**config.mk**
```make
export PLATFORM = sky130hd
export DESIGN_NAME = wb_stage
export DESIGN_NICKNAME = d
export VERILOG_FILES = /design/src/rtl/wb_stage.sv
export SDC_FILE = /design/constraint.sdc
export NUM_CORES = 1
export LEC_CHECK = 0
export ABC_AREA = 0
export CORE_MARGIN = 5
export CORE_UTILIZATION = 30
export CTS_CLUSTER_SIZE = 14
export DETAILED_ROUTE_END_ITERATION = 10
export PLACE_DENSITY_LB_ADDON = 0.15
export SLEW_MARGIN = 20
export SYNTH_ARGS = -nofsm -noshare
export SYNTH_HDL_FRONTEND = slang
export SYNTH_SLANG_ARGS = --single-unit
```
**constraint.sdc**
```tcl
create_clock -name clk -period 4.6 [get_ports clk]
set_input_delay 0.92 -clock clk [delete_from_list [all_inputs] [get_ports clk]]
set_output_delay 0.92 -clock clk [all_outputs]
set_load 0.01 [all_outputs]
```
**src/rtl/wb_stage.sv**
```systemverilog
// wb_stage: RV32I writeback stage with MEM/WB register, load alignment, tohost CSR and counters.
module wb_stage #(
  parameter logic [31:0] NOP_INST   = 32'h0000_0013,
  parameter logic [11:0] CSR_TOHOST = 12'h51E,
  parameter int          CNT_W      = 32
) (
  input  logic             clk,
  input  logic             rst_n,
  input  logic             stall,
  input  logic             flush,
  input  logic [31:0]      mem_alu,
  input  logic [31:0]      mem_pc4,
  input  logic [31:0]      mem_inst,
  input  logic             mem_valid,
  input  logic [31:0]      mem_rs1_data,
  input  logic [31:0]      mem_bios_dout,
  input  logic [31:0]      mem_dmem_dout,
  input  logic [31:0]      mem_uart_dout,
  output logic [31:0]      wb_wdata,
  output logic [4:0]       wb_rd,
  output logic             wb_we,
  output logic [31:0]      wb_inst,
  output logic [31:0]      csr_tohost,
  output logic [CNT_W-1:0] cycle_cnt,
  output logic [CNT_W-1:0] instret_cnt
);
  localparam logic [6:0] OP_LUI = 7'h37, OP_AUIPC = 7'h17, OP_JAL = 7'h6f, OP_JALR = 7'h67;
  localparam logic [6:0] OP_LOAD = 7'h03, OP_OP = 7'h33, OP_IMM = 7'h13, OP_SYS = 7'h73;
  logic [31:0] alu, pc4, rs1, word, ld, csr_rd;
  logic        valid, is_csr, retire, writes;
  logic [6:0]  opc;
  logic [2:0]  f3;
  logic [11:0] csr;
  logic [15:0] half;
  logic [7:0]  lb;
  assign opc    = wb_inst[6:0];
  assign f3     = wb_inst[14:12];
  assign csr    = wb_inst[31:20];
  assign wb_rd  = wb_inst[11:7];
  assign is_csr = opc == OP_SYS && f3 != 3'd0;
  assign retire = valid & ~stall;
  assign writes = (opc inside {OP_LUI, OP_AUIPC, OP_JAL, OP_JALR, OP_LOAD, OP_OP, OP_IMM}) | is_csr;
  assign wb_we  = retire & writes & (wb_rd != 5'd0);
  // Region decode on the top nibble; 0x1 and 0x3 both alias DMEM
  assign word = (alu[31:30] == 2'b00 && alu[28]) ? mem_dmem_dout :
                alu[31:28] == 4'b0100 ? mem_bios_dout :
                alu[31:28] == 4'b1000 ? mem_uart_dout : 32'd0;
  assign lb   = 8'(word >> {alu[1:0], 3'b000});
  assign half = alu[1] ? word[31:16] : word[15:0];
  assign ld   = f3[1:0] == 2'b00 ? {{24{~f3[2] & lb[7]}}, lb} :
                f3[1:0] == 2'b01 ? {{16{~f3[2] & half[15]}}, half} : word;
  assign csr_rd = csr == CSR_TOHOST ? csr_tohost :
                  csr == 12'hC00    ? 32'(cycle_cnt) :
                  csr == 12'hC02    ? 32'(instret_cnt) : 32'd0;
  assign wb_wdata = (opc == OP_JAL || opc == OP_JALR) ? pc4 :
                    opc == OP_LOAD ? ld :
                    is_csr ? csr_rd : alu;
  always_ff @(posedge clk or negedge rst_n)
    if (!rst_n) begin
      alu     <= '0;
      pc4     <= '0;
      rs1     <= '0;
      wb_inst <= NOP_INST;
      valid   <= 1'b0;
    end else if (flush) begin
      alu     <= '0;
      pc4     <= '0;
      rs1     <= '0;
      wb_inst <= NOP_INST;
      valid   <= 1'b0;
    end else if (!stall) begin
      alu     <= mem_alu;
      pc4     <= mem_pc4;
      rs1     <= mem_rs1_data;
      wb_inst <= mem_inst;
      valid   <= mem_valid;
    end
  // Only CSRRW (001) and CSRRWI (101) write tohost; the read above sees the old value
  always_ff @(posedge clk or negedge rst_n)
    if (!rst_n) begin
      csr_tohost  <= '0;
      cycle_cnt   <= '0;
      instret_cnt <= '0;
    end else begin
      cycle_cnt <= cycle_cnt + CNT_W'(1);
      if (retire) instret_cnt <= instret_cnt + CNT_W'(1);
      if (retire && is_csr && csr == CSR_TOHOST && f3[1:0] == 2'b01)
        csr_tohost <= f3[2] ? {27'd0, wb_inst[19:15]} : rs1;
    end
endmodule
```
==> results.yml, run 1 <==
run_status:
  status: "completed"
grt:
  gr-usage-all-layers: 0.212
  grt_max_degree: 94
  grt_first_pass_wirelength_um: 73100
  overflow: 0
  antenna_found_initial: 7
  grt_pass1_vias: 11100
setup_path:
  rr_startpoint: "wb_inst[20]"
  critPathMaxFanout: 21
  cp_slowest_cell: "clkdlybuf4s50_1"
  cpPeakStageDelay_ps: 630
  cp.arrival_ps: 3470
  r2r_end: "csr_tohost[23]"
  startpoint: "alu[31]"
  cpMostUsedCell: "buf_4"
  crit_chain: "nor2b_2, buf_4, a22oi_1, o22a_1, o211ai_4, buf_4, nor2_1, o31ai_1, clkdlybuf4s50_1"
  critical_path.endpoint: "wb_wdata[11]"
  startpoint_type: "flop"
  end_kind: "output port"
  worst-setup-path-type: "flop to output port"
  reg2reg_depth: 7
  required_ps: 3680
  reg2reg_slack_ps: 1780
synth:
  syn_nets: 1456
  synth.distinct_cells: 62
  synth_edf_count: 0
  synth_area_leader_cell: "dfrtp_1"
  syn-instance-count: 1225
  synth_ff_type: "dfrtp_1"
  synth_top_family_by_area: "simple AND/OR/NAND/NOR gates"
  synth-compound-area-share: 0.134
  synthTopCellsByArea: "dfrtp_1 (46%), mux2i_1 (12%), nor2_1 (5.5%)"
  synth_simple_gate_area_share: 0.165
  async_flop_share: 1.00
  ys_warn_count: 0
  yosysTopAreaCellShare: 0.455
  ys_seq_area_frac: 0.462
  syn_area_sq_um: 12200
  syn_avg_cell_area_sq_um: 9.97
  ys_ff_latch: 225
  muxShareOfSynthArea: 0.154
  synthAdderAreaFrac: 0.00205
  synth_xor_area_frac: 0.0438
route:
  drt_pass1_iterations: 5
  drc: 0
  vias_per_cell: 5.09
  vias: 11000
  dr.first_iter.drc_count: 747
  wl_um: 49600
  ant_nets: 0
  wl_per_cell_um: 23.1
power_and_ir_drop:
  peakVddDrop_v: 0.000226
  power.density_nw_per_um2: 305
  power.leakage_uw: 0.00778
sta:
  finalMaxSlewViolations: 0
  fin_skew_ps: 25.7
  fmax_mhz: 228
  rsz0062_at_grt: "no"
  worst_slew_pin_slew_ps: 923
  fin_crit_ps: 4390
  finalSetupTns_ps: 0
  relSlewSlack: 0.384
  period_share: 0.955
  setup-violations-final: 0
  hold_viol_final: 0
cts:
  clk_latency_ps: 550
  cts-root-buf: "clkbuf_16"
  cts_max_path_buffers: 3
  cts_setup_buffers: 0
  cts_htree_levels: 1
  clock-sinks: 225
  cts_tree: "built"
  cts_buffers: 28
  clkTransAtPathRegs_ps: 60
cells_and_area:
  fillers: 3995
  final_common_cell: "clkdlybuf4s50_1"
  nNetsFinal: 1823
  area_growth_pct: 45.1
  stdcell_area_sq_um: 17700
  post_route_cells_drive_above_1_share: 0.0936
  mostFrequentLayoutCells: "clkdlybuf4s50_1 (391), dfrtp_1 (222), nor2_1 (177)"
min_path:
  hp-class: "primary input to async pin"
placed_design:
  place.port_buffers: 394
  gp_congestion: 0.874
  dp_hpwl_um: 37800
  place_area_sq_um: 16700
die:
  start_util: 0.301
  die_h_um: 212
  num_io_pins: 395
  core_sq_um: 40600
  dieArea_sq_um: 44800
  rows: 74
  die_x_um: 212
flow_run:
  drv_cap: 0
-- worst max-delay path, delay by kind of cell, from the launching register on --
family | cells | cell delay, ps
buf+inv | 3 | 1100
compound gates | 4 | 980
flops | 1 | 560
simple gates | 2 | 260
-- repair_timing --
| action | CTS | global route |
|---|---|---|
| gates resized for setup | 0 | 1 |
| setup endpoints to repair | 0 | 2 |
| hold buffers | 0 | 0 |
-- final cells by class --
type	count	area [sq um]	share of cell area
inverters	11	41.3	0.00233
repair buffers	429	4250	0.240
diodes	6	15.0	0.000847
multi-input cells	897	6100	0.344
flip-flops and latches	225	5630	0.318
clock buffers	40	847	0.0478
well taps	532	666	0.0376
clock inverters	11	164	0.00925
-- synth_stat cells, types with 3 or more instances --
library cell and instances:
dfrtp_1 222, nor2_1 178, mux2i_1 149, nand2_1 122, nand3_1 52, clkbuf_1 39
xnor2_1 38, mux2_2 34, a22oi_1 32, o21ai_0 31, buf_2 24, xor2_1 23
a22o_1 20, a221o_1 19, a221oi_1 19, o221ai_1 18, a21oi_1 15, buf_1 14
nand4_1 13, a21oi_2 12, and3_1 12, inv_1 11, buf_4 10, nor3_1 10
and4_1 9, nand2b_1 8, nor2b_1 8, o31ai_1 7, a211o_1 6, nor4_1 6
o22ai_1 6, buf_6 5, o211ai_1 5, a211oi_1 4, and2_1 4, o2bb2ai_1 4
dfstp_2 3
-- per-stage QoR --
step                      total power (uW)  hold slack [ps]   util  std cells  setup slack, ps
after global placement                3060              479  0.411       2094              357
after global routing                  5620              440  0.437       2148             5.83
final                                 5400              377  0.437       2151              209
after floorplan                       2540              466      -       1225             1510
after CTS                             5470              423  0.436       2145              124
after detailed placement              3060              485  0.411       2094              348
-- worst min-delay path by stage --
stage	from	end	slack (ps)
after global placement	rs1[30]	csr_tohost[30]	480
final	rst_n	wb_inst[10]	380
after floorplan	rs1[30]	csr_tohost[30]	470
after CTS	rst_n	wb_inst[10]	420
after global routing	rst_n	wb_inst[10]	440
after detailed placement	csr_tohost[8]	csr_tohost[8]	480
-- state kept, by name, summed over array words and instances, names as in the netlist --
| register | flops |
|---|---|
| alu | 32 |
| cycle_cnt | 32 |
| pc4 | 32 |
| csr_tohost | 32 |
| valid | 1 |
| wb_inst | 32 |
| rs1 | 32 |
| instret_cnt | 32 |
-- logic make-up after synthesis --
logic type      count (synthesis)
simple gates                  442
flops                         225
compound gates                209
mux                           183
buf+inv                       103
xor+xnor                       61
fa+ha+maj                       2
-- where the power goes --
group          leakage [uW]  switching [uW]  internal, uW
clock              0.000495             880          1500
sequential          0.00301            75.9          2060
combinational       0.00427             419           466
total               0.00778            1370          4020
-- per-layer routing --
layer	share of wire	up-vias	global-route usage
met1	0.43	5401	0.284
li1	-	5135	-
met2	0.49	353	0.352
met4	0.020	8	0.0433
met3	0.066	58	0.0519
met5	0.0012	-	0
Power figures use the tool's default switching activity.
==> inputs of run 2 (changes only) <==
--- a/config.mk
+++ b/config.mk
@@ -6,6 +6,7 @@
 export NUM_CORES = 1
 export LEC_CHECK = 0
 export ABC_AREA = 0
+export ABC_CLOCK_PERIOD_IN_PS = 4600
 export CORE_MARGIN = 5
 export CORE_UTILIZATION = 30
 export CTS_CLUSTER_SIZE = 14
==> results of run 2 <==
The final DEF is identical to that of run 1; final timing and power are the same.
